### config.mk
export PLATFORM = sky130hd
export DESIGN_NAME = uart_seg_disp
export DESIGN_NICKNAME = d
export VERILOG_FILES = /design/src/rtl/uart_seg_disp.sv
export SDC_FILE = /design/constraint.sdc
export NUM_CORES = 1
export LEC_CHECK = 0
export BUFFER_PORTS_ARGS = -buffer_cell sky130_fd_sc_hd__buf_2
export CELL_PAD_IN_SITES_DETAIL_PLACEMENT = 1
export CELL_PAD_IN_SITES_GLOBAL_PLACEMENT = 2
export CORE_ASPECT_RATIO = 2
export CORE_MARGIN = 2
export CORE_UTILIZATION = 25
export DETAILED_ROUTE_END_ITERATION = 8
export PLACE_DENSITY_LB_ADDON = 0.1
export SLEW_MARGIN = 25
export SYNTH_ARGS = -nofsm -noshare
export SYNTH_HDL_FRONTEND = slang
export SYNTH_SLANG_ARGS = --single-unit
### constraint.sdc
create_clock -name clk -period 2.7 [get_ports clk]
set_clock_uncertainty 0.15 [all_clocks]
set_input_delay 0.405 -clock clk [delete_from_list [all_inputs] [get_ports clk]]
set_output_delay 0.405 -clock clk [all_outputs]
set_load 0.005 [all_outputs]
### src/rtl/uart_seg_disp.sv
// Six-digit multiplexed hex display of the last three UART bytes, newest on the right.
// Outputs are registered from next-state, so a strobe or scan step shows on the following cycle.
module uart_seg_disp #(
  parameter int SCAN_DIV = 50000,
  parameter int ACT_LEN  = 5000000
) (
  input  logic       clk,
  input  logic       res,
  input  logic       uart_done,
  input  logic [7:0] uart_data,
  output logic [5:0] seg_sel,
  output logic [7:0] seg_led
);

  localparam int SW = 20;
  localparam int AW = 25;
  localparam logic [SW-1:0] SCAN_LAST = SW'(SCAN_DIV - 1);
  localparam logic [AW-1:0] ACT_INIT  = AW'(ACT_LEN);

  logic [23:0]   history, history_nxt;
  logic [1:0]    bcnt, bcnt_nxt;
  logic [SW-1:0] scnt, scnt_nxt;
  logic [2:0]    idx, idx_nxt;
  logic [AW-1:0] act, act_nxt;
  logic          wrap;
  logic [3:0]    nib;
  logic [6:0]    seg_enc;
  logic          dig_vld;
  logic          dp_n;

  always_comb begin
    wrap     = (scnt == SCAN_LAST);
    scnt_nxt = wrap ? '0 : scnt + SW'(1);
    idx_nxt  = idx;
    if (wrap) idx_nxt = (idx == 3'd5) ? 3'd0 : idx + 3'd1;

    history_nxt = uart_done ? {history[15:0], uart_data} : history;
    bcnt_nxt    = (uart_done && bcnt != 2'd3) ? bcnt + 2'd1 : bcnt;
    // A new strobe reloads rather than extends the activity window.
    if (uart_done)        act_nxt = ACT_INIT;
    else if (act != '0)   act_nxt = act - AW'(1);
    else                  act_nxt = act;
  end

  always_comb begin
    nib = 4'h0;
    case (idx_nxt)
      3'd0:    nib = history_nxt[3:0];
      3'd1:    nib = history_nxt[7:4];
      3'd2:    nib = history_nxt[11:8];
      3'd3:    nib = history_nxt[15:12];
      3'd4:    nib = history_nxt[19:16];
      3'd5:    nib = history_nxt[23:20];
      default: nib = 4'h0;
    endcase

    seg_enc = 7'h7F;
    case (nib)
      4'h0: seg_enc = 7'h40;
      4'h1: seg_enc = 7'h79;
      4'h2: seg_enc = 7'h24;
      4'h3: seg_enc = 7'h30;
      4'h4: seg_enc = 7'h19;
      4'h5: seg_enc = 7'h12;
      4'h6: seg_enc = 7'h02;
      4'h7: seg_enc = 7'h78;
      4'h8: seg_enc = 7'h00;
      4'h9: seg_enc = 7'h10;
      4'hA: seg_enc = 7'h08;
      4'hB: seg_enc = 7'h03;
      4'hC: seg_enc = 7'h46;
      4'hD: seg_enc = 7'h21;
      4'hE: seg_enc = 7'h06;
      4'hF: seg_enc = 7'h0E;
      default: seg_enc = 7'h7F;
    endcase

    // Each received byte lights two digits, so digit k is valid below 2*bcnt.
    dig_vld = (idx_nxt < {bcnt_nxt, 1'b0});
    dp_n    = !((idx_nxt == 3'd0) && (act_nxt != '0));
  end

  always_ff @(posedge clk or posedge res) begin
    if (res) begin
      history <= '0;
      bcnt    <= '0;
      scnt    <= '0;
      idx     <= '0;
      act     <= '0;
      seg_sel <= 6'b111111;
      seg_led <= 8'hFF;
    end else begin
      history <= history_nxt;
      bcnt    <= bcnt_nxt;
      scnt    <= scnt_nxt;
      idx     <= idx_nxt;
      act     <= act_nxt;
      seg_sel <= ~(6'b000001 << idx_nxt);
      seg_led <= {dp_n, dig_vld ? seg_enc : 7'h7F};
    end
  end

endmodule

# [Yosys cells after proc, flatten, opt, wreduce, memory -nomap -nowiden]
# Memories as Yosys holds them, arrays and structs flattened.
# Cells that the tools add are included.
[totals] out_inout_bits=14 register_bits=88 mem_bits_ro=112 memories=1 inputBits=11 latchBits=0 wordCells=38 mem_bits_rw=0
[op_classes] addsub=4 div=0 mux=9 bitwise=1 multipliers=0 n_eq_ne=8 n_shift=1 n_reduce_logical=6 n_lt_le_gt_ge=1
[memory_table] memory="(no name shown)" depth=16 word_bits=7 read_ports=1 rd_ports_with_merged_regs=0 wr=0 line_no="58" rtl="case (nib)"
[op_table] operator="$mux 25" count=2
[op_table] operator="$reduce_bool 25->1" count=2
[op_table] operator="$sub 25x1->25 const B" count=1
[op_table] operator="$mux 24" count=1
[op_table] operator="$pmux 4 s6" count=1
[op_table] operator="$add 20x1->20 const B" count=1
[op_table] operator="$eq 20x16->1 const B" count=1
[op_table] operator="$mux 20" count=1
[op_table] operator="$eq 3x3->1 const B" count=3
[op_table] operator="$mux 7" count=1
[op_table] operator="$eq 3x2->1 const B" count=2
[op_table] operator="$mux 3" count=2
[op_table] operator="$not 6->6" count=1
[op_table] operator="$shl 1x3->6 const A" count=1
[op_table] operator="$add 3x1->3 const B" count=1
[op_table] operator="$eq 3x1->1 const B" count=1
[op_table] operator="$logic_not 3->1" count=1
[op_table] operator="$lt 3x3->1" count=1
[op_table] operator="$add 2x1->2 const B" count=1
[op_table] operator="$logic_and 1x1->1" count=2
[op_table] operator="$mux 2" count=1
[op_table] operator="$ne 2x2->1 const B" count=1
[op_table] operator="$logic_not 1->1" count=1

# [Longest topological paths before layout]
# Gate-level depths: netlist of run 1.
# An unclocked memory read counts as a cell.
[logic_depth] depth_word=7 depth_mapped=14 ltp_nobuf=12

# [Least setup slack after synthesis of run 1]
# OpenSTA, ideal clock, no wires.
[synth_path] kind="input to register" startpoint="input uart_done" endpoint="register seg_led[0]" slack_ns=-0.344 arrival_ns=2.797 path_buffers=3 required_time_ns=2.454 setup_time_ns=0.096 cell_stages=12 path_cell_list="buf_2 buf_2 buf_2 mux2_2 a221oi_1 a21oi_1 o21ai_0 o211ai_1 ha_1 or3_1 o21ai_1 o21ai_1"
[synth_via] elab_chain_cells=4 word_cells_on_any_way=7 cone_classes="1 x order compare; 4 x mux; 1 x reduce/logical; 1 x memory"
[synth_rtl] element="from (decl)" line_no="9" rtl="input logic uart_done,"
[synth_rtl] element="$mux 24" line_no="37" rtl="history_nxt = uart_done ? {history[15:0], uart_data} : history;"
[synth_rtl] element="via history_nxt[9]" line_no="20" rtl="logic [23:0] history, history_nxt;"
[synth_rtl] element="$pmux 4 s6" line_no="47" rtl="case (idx_nxt)"
[synth_rtl] element="$mem_v2 16x7"
[synth_rtl] element="$mux 7" line_no="99" rtl="seg_led <= {dp_n, dig_vld ? seg_enc : 7'h7F};"
[synth_rtl] element="to (signal assigned)" line_no="99"
[synth_rtl] element="to (decl)" line_no="12" rtl="output logic [7:0] seg_led"
# The timed path passes the listed nets, and every way through them passes these cells.

# [Final worst setup path of run 1]
[layout_path] startpoint="register scnt[4]" endpoint="register seg_led[3]"
[layout_via] elab_chain_cells=6 word_cells_on_any_way=12 cone_classes="1 x order compare; 6 x eq/ne; 3 x mux; 1 x reduce/logical; 1 x memory"
[layout_rtl] element="from (decl)" line_no="22" rtl="logic [SW-1:0] scnt, scnt_nxt;"
[layout_rtl] element="from (signal assigned)" line_no="95" rtl="scnt <= scnt_nxt;"
[layout_rtl] element="$eq 20x16->1 *" line_no="32" rtl="wrap = (scnt == SCAN_LAST);"
[layout_rtl] element="$mux 3 *" line_no="35" rtl="if (wrap) idx_nxt = (idx == 3'd5) ? 3'd0 : idx + 3'd1;"
[layout_rtl] element="$eq 3x3->1, or another cell as far along" line_no="47"
[layout_rtl] element="$pmux 4 s6" line_no="47"
[layout_rtl] element="$mem_v2 16x7"
[layout_rtl] element="$mux 7 *" line_no="99"
# Mark *: on every way between the ends. The rest lies on a longest branch, timed or not.

==> results of run 1 <==
power groups by stage:
stage / clock network, mW / registers (mW) / logic (mW)
CTS: 1.39 / 1.57 / 0.802
global placement: 0 / 1.59 / 0.729
floorplan: 0 / 1.58 / 0.404
detailed placement: 0 / 1.59 / 0.745
global route: 1.43 / 1.59 / 0.977
finish: 1.33 / 1.56 / 0.889
through the flow:
stage               instances  setup slack (ns)
floorplan                 455           -0.0507
global placement          796            -0.395
detailed placement        796            -0.369
CTS                       828            -0.173
global route              840            -0.263
finish                    841            -0.176
routing by layer:
layer | global-route usage | share of wire
met4 | 0.0746 | 0.031
met2 | 0.347 | 0.63
met1 | 0.151 | 0.33
met5 | 0 | 0
met3 | 0.0195 | 0.011
cell usage after synthesis (5+ instances only):
library cell	number
a21oi_1	13
a22oi_1	6
and3_1	6
clkbuf_1	13
dfrtp_1	74
dfstp_2	14
ha_1	10
inv_1	16
mux2_2	25
mux2i_1	13
nand2_1	50
nand2b_1	7
nand3_1	10
nor2_1	46
nor2b_1	5
nor3_1	13
nor4_1	5
nor4b_1	6
o21ai_0	10
or3_1	5
or4_1	5
xnor2_1	19
xor2_1	14
worst min-delay path by stage:
| stage | start | to | slack (ns) | cells past startpoint |
|---|---|---|---|---|
| 2_1_floorplan | scnt[0] | scnt[0] | 0.28 | 1 |
| 3_3_place_gp | res | act[1] | 0.26 | 2 |
| 3_5_place_dp | res | act[1] | 0.26 | 2 |
| 4_1_cts | uart_data[6] | history[6] | 0.14 | 2 |
| 5_1_grt | uart_data[6] | history[6] | 0.15 | 2 |
| 6_report | uart_data[6] | history[6] | 0.15 | 2 |
registers in the layout, indices dropped and copies added (netlist names):
signal	cells
act	25
history	24
scnt	20
seg_led	8
seg_sel	6
idx	3
bcnt	2
logic make-up after synthesis:
group	after synthesis
buffers and inverters	33
flip-flops	88
AND/OR/NAND/NOR	183
AO/OA/AOI/OAI	69
XOR/XNOR	33
adder cells (fa/ha/maj)	10
multiplexers	39
area by class of cell:
cell class	instances	area, um^2
inverters	16	66.3
flip-flops and latches	88	2220
diodes	1	2.50
multi-input cells	334	2730
clock buffers	9	225
repair buffers	170	1330
fillers	2017	11400
well taps	216	270
clock inverters	7	83.8
placed cells by master, fill, tap and decap left out, drive strengths merged, types with 5 or more instances in the layout:
cell,Yosys,final
a21oi,13,13
a22oi,6,6
a311oi,5,5
and3,6,6
buf,4,169
clkbuf,13,9
dfrtp,74,74
dfstp,14,14
ha,10,10
inv,16,20
mux2,25,25
mux2i,13,13
nand2,50,50
nand2b,7,7
nand3,10,10
nor2,46,46
nor2b,5,5
nor3,13,13
nor4,7,7
nor4b,7,7
o21ai,12,12
or2,5,5
or3,5,5
or4,6,6
xnor2,19,19
xor2,14,14
worst reg2reg max path, delay by kind of cell (launching register included):
family,cells,cell delay (ns)
DFF,1,0.39
AOI/OAI and AO/OA,2,0.17
and+or+nand+nor,5,1.13
buffers and inverters,3,0.38
muxes,2,0.32
adders and majority gates,1,0.26
repair_timing:
item | in CTS | in global routing
gates resized for setup | 53 | 46
setup endpoints to repair | 9 | 9
pin swaps | 26 | 24
hold buffers | 1 | 0
cloned | 1 | 0
setup buffers | 15 | 15
hold endpoints to repair | 12 | 0
==> results.yml, run 1 <==
synth:
  yosysSeqAreaShare: 0.476
  synth-compound-area-share: 0.108
  yosysTopAreaCell: "dfrtp_1"
  syn_inst: 455
  syn_avg_cell_area_um2: 10.3
  ys_types: 61
  synth_ff_type: "dfrtp_1"
  synth_xor_xnor_area_share: 0.0619
  ys_warn_count: 0
  ys_ff_latch: 88
  async_reset_ff_frac: 1.00
  synthMuxAreaShare: 0.0931
  syn_nets: 476
  synth_edf_count: 0
  yosysTopAreaCellShare: 0.397
  syn_area_um2: 4670
  synth_adder_area_share: 0.0268
  ys_top_cells_by_area: "dfrtp_1, dfstp_2, mux2_2, nand2_1, nor2_1"
  synth_top_family_by_area: "simple AND/OR/NAND/NOR gates"
  yosys.area_share.simple: 0.207
critical_path:
  start_kind: "flip-flop"
  reg2reg_depth: 13
  crit_arrival_ns: 3.03
  crit_buf_inv: 3
  cp.required_ns: 2.85
  crit_path_max_fanout: 5
  crit_type: "reg -> reg"
  cp_top_family: "simple AND/OR/NAND/NOR gates"
  cp-startpoint: "scnt[4]"
  path_depth: 13
  reg2reg_setup_slack_ns: -0.18
  endpoint_kind: "flip-flop"
  crit_chain: "or4_4 -> nor4_4 -> and2_4 -> buf_6 -> nand2_2 -> o21ai_1 -> o211ai_1 -> buf_4 -> buf_6 -> ha_4 -> mux2i_1 -> mux2_4 -> nand2_2"
  slowest_delay_ns: 0.55
  r2r-end: "seg_led[3]"
  r2r_start: "scnt[4]"
  crit_path_end: "seg_led[3]"
  crit_slowest_cell: "or4_4"
global_route:
  grt_usage: 0.167
  grt_pass1_vias: 4645
  antenna_found_initial: 1
  grt_overflow_total: 0
  grt_start_max_net_pins: 75
  grt_pass1_wl_um: 25000
power:
  p_int_mw: 2.69
  ir_worst_vdd_uv: 259
  clkPwrFrac: 0.352
  power_frac_seq: 0.413
  p_leak_nw: 2.96
  combPwrFrac: 0.235
  power.density_nw_per_um2: 546
  switching_share: 0.291
  switchingPower_mw: 1.10
  finalPower_mw: 3.79
floorplanning:
  initial_core_util: 0.255
  rows: 70
  dieWidth_um: 101
  chipHeight_um: 197
  pin_count: 25
  coreArea_um2: 18300
  die-area_um2: 19800
min_path:
  hp-class: "in -> reg"
timing:
  rsz0062_at_grt: "yes"
  worst_pin_slew_ns: 1.01
  post-route-period-util: 1.07
  max_freq_mhz: 348
  slew_headroom: 0.314
  hold_viol_final: 0
  layout_min_cycle_time_ns: 2.88
  setup_ws_ns: -0.176
  setup_viol: 8
  slew_viol_final: 0
  setup_tns_ns: -0.724
  worst_hold_slack_ns: 0.153
run:
  maxCapViolations: 0
placed_design:
  dpl_cell_area_um2: 5920
  hpwl_um: 11800
  portBuffers: 24
  place_congestion: 0.803
clocking:
  cts_buffer_depth: 2
  cts-htree-levels: 3
  clock_latency_ns: 0.36
  cts_num_sinks: 88
  cts-root-buf: "clkbuf_16"
  cts_tree: "yes"
  numCtsBuffers: 9
  cts.reportedPaths.clkPinSlew_ns: 0.07
route:
  wl_per_cell_um: 18.4
  drtIter0Drc: 94
  routed_wl_um: 15500
  drt_first_pass_iters: 4
  drcViolationCount: 0
  drtAntennaViolNets: 0
  routed_via_density: 4.83
  vias: 4060
status:
  violations: "negative setup slack"
  status: "finished with violations"
finish:
  syn_to_final_growth_pct: 48.6
  drive_gt1_frac: 0.468
  stdcell_area_um2: 6930
  num-nets-final: 640
  final_util: 0.379
(Power assumes the default switching activity.)
==> run 2: changes to the inputs <==
--- a/config.mk
+++ b/config.mk
@@ -5,6 +5,7 @@
 export SDC_FILE = /design/constraint.sdc
 export NUM_CORES = 1
 export LEC_CHECK = 0
+export ABC_AREA = 1
 export BUFFER_PORTS_ARGS = -buffer_cell sky130_fd_sc_hd__buf_2
 export CELL_PAD_IN_SITES_DETAIL_PLACEMENT = 1
 export CELL_PAD_IN_SITES_GLOBAL_PLACEMENT = 2
==> results.yml, run 2 <==
timing:
  setup_tns_ns: 0
  worst_hold_slack_ns: 0.163
  slew_viol_final: 0
  layout_min_cycle_time_ns: 2.58
  hold_viol_final: 0
  max_freq_mhz: 387
  slew_headroom: 0.596
  worst_pin_slew_ns: 0.600
  setup_viol: 0
  post-route-period-util: 0.956
route:
  routed_via_density: 4.40
  drtAntennaViolNets: 0
  drcViolationCount: 0
  drt_first_pass_iters: 4
  wl_per_cell_um: 17.0
  routed_wl_um: 17000
  drtIter0Drc: 75
  vias: 4411
global_route:
  grt_pass1_vias: 4999
  busiest_layer: "met2"
  grt_overflow_total: 0
  grt_start_max_net_pins: 39
  grt_util_met1: 0.147
  globalRouteMet3Util: 0.0190
  met2_usage: 0.382
  antenna_found_initial: 0
  grt_pass1_wl_um: 26900
  grt_usage: 0.176
finish:
  top_regs: "act x25, history x24, scnt x20"
  stdcell_area_um2: 6280
  num-nets-final: 759
  layout_common_cells: "nand2_1, inv_1, nor2_1"
  layout.cells.non_filler: 1002
  drive_gt1_frac: 0.253
  final_common_cell: "nand2_1"
  syn_to_final_growth_pct: 27.8
  largest_reg_flops: 25
  regMostFlops: "act"
  n_antenna_cell: 0
  fillers: 2388
placed_design:
  hpwl_um: 13900
  dpl_cell_area_um2: 5730
  place_inst: 980
  portBuffers: 24
  place_congestion: 0.784
power:
  finalPower_mw: 3.59
  power.density_nw_per_um2: 572
  ir_worst_vdd_uv: 380
  p_leak_nw: 3.13
critical_path:
  cp.required_ns: 2.84
  crit_chain: "ha_4 -> nand3_4 -> nor2_4 -> nand3_4 -> nand2_1 -> nand2_1 -> nand2_4 -> nor2_4 -> a21oi_2 -> nand2_1 -> nor2_2 -> inv_2 -> ha_1 -> inv_1 -> nand2_2 -> nand2_1 -> nand2_1 -> nand2_1"
  crit_top_cell: "nand2_1"
  crit_type: "reg -> reg"
  start_kind: "flip-flop"
  crit_buf_inv: 2
  slowest_delay_ns: 0.40
  path_depth: 18
  crit_path_max_fanout: 6
  cp_top_family: "simple AND/OR/NAND/NOR gates"
  crit_slowest_cell: "dfrtp_1"
  reg2reg_setup_slack_ns: 0.12
  crit_arrival_ns: 2.72
  endpoint_kind: "flip-flop"
  reg2reg_depth: 18
clocking:
  clock_latency_ns: 0.35
  cts_tree: "yes"
  cts.reportedPaths.clkPinSlew_ns: 0.07
  cts-htree-levels: 3
  numCtsBuffers: 9
  cts_num_sinks: 88
  cts-root-buf: "clkbuf_16"
  cts_buffer_depth: 2
synth:
  ys_ff_latch: 88
  syn_avg_cell_area_um2: 7.51
  synth_common_cells: "nand2_1, nor2_1, inv_1"
  async_reset_ff_frac: 1.00
  yosysTopAreaCellShare: 0.377
  syn_area_um2: 4920
  ys_warn_count: 0
  synth_edf_count: 0
  yosysTopAreaCell: "dfrtp_1"
  syn_inst: 655
  yosysMostFrequentCell: "nand2_1"
  yosysSeqAreaShare: 0.452
  syn_nets: 676
  synth_ff_type: "dfrtp_1"
  ys_top_cells_by_area: "dfrtp_1, nand2_1, dfstp_2, nor2_1, inv_1"
  ys_types: 33
floorplanning:
  chipHeight_um: 202
  coreArea_um2: 19300
  dieWidth_um: 103
  initial_core_util: 0.255
  die-area_um2: 20900
  rows: 72
  pin_count: 25
status:
  status: "finished, final reports clean"
min_path:
  hp-class: "in -> reg"
  hold_depth: 3
run:
  maxCapViolations: 0
[run 2: kinds of logic (layout without fill, tap and decap cells)]
logic type | Yosys count | after routing | share of synthesized area
AO/OA/AOI/OAI | 45 | 45 | 0.0486
AND/OR/NAND/NOR | 372 | 372 | 0.339
buffers and inverters | 114 | 202 | 0.0888
flip-flops | 88 | 88 | 0.452
XOR/XNOR | 26 | 26 | 0.0463
adder cells (fa/ha/maj) | 10 | 10 | 0.0255
[run 2: worst reg2reg max path: stages (launching register included)]
cell,delay [ns]
dfrtp_1,0.40
ha_4,0.17
nand3_4,0.13
nor2_4,0.18
nand3_4,0.11
nand2_1,0.08
nand2_1,0.12
nand2_4,0.09
nor2_4,0.04
a21oi_2,0.15
nand2_1,0.08
nor2_2,0.15
inv_2,0.08
ha_1,0.29
inv_1,0.07
nand2_2,0.06
nand2_1,0.07
nand2_1,0.05
nand2_1,0.05
[run 2: final cells by class]
type	instances	area, um^2	share of cell area
multi-input cells	453	2440	0.388
flip-flops and latches	88	2220	0.354
repair buffers	83	578	0.0920
inverters	103	392	0.0623
well taps	259	324	0.0516
clock buffers	13	260	0.0414
clock inverters	3	65.1	0.0104
[run 2: path summary, 6_finish.rpt]
kind,from,endpoint
min in group asynchronous,res,history[2]
worst min-delay path,uart_data[2],history[2]
worst min register to register,history[0],history[0]
worst max-delay path,scnt[1],seg_led[1]
max in group asynchronous,res,seg_sel[4]
worst max register to register,scnt[1],seg_led[1]
[run 2: layer usage]
metal,wire length (um),up-vias
met1,5130,2170
met2,11100,32
met4,618,0
li1,-,2186
met5,0,-
met3,197,23
[run 2: what timing repair did]
action,in CTS,in global routing
resized for setup,7,42
pin swaps,0,12
buffers inserted,0,5
hold buffers,1,0
endpoints found under the hold margin,15,0
setup endpoints to repair,8,9
[run 2: power breakdown]
group / internal [mW] / switching (mW) / leakage (nW)
Clock: 0.862 / 0.547 / 0.160
Combinational: 0.249 / 0.393 / 1.90
Sequential: 1.48 / 0.0580 / 1.07
[run 2: through the flow]
stage / setup WS (ns) / utilization
3_3_place_gp: -0.0910 / 0.297
6_report: 0.119 / 0.326
5_1_grt: -0.00907 / 0.326
2_1_floorplan: 0.247 / -
4_1_cts: 0.00584 / 0.316
3_5_place_dp: -0.108 / 0.297
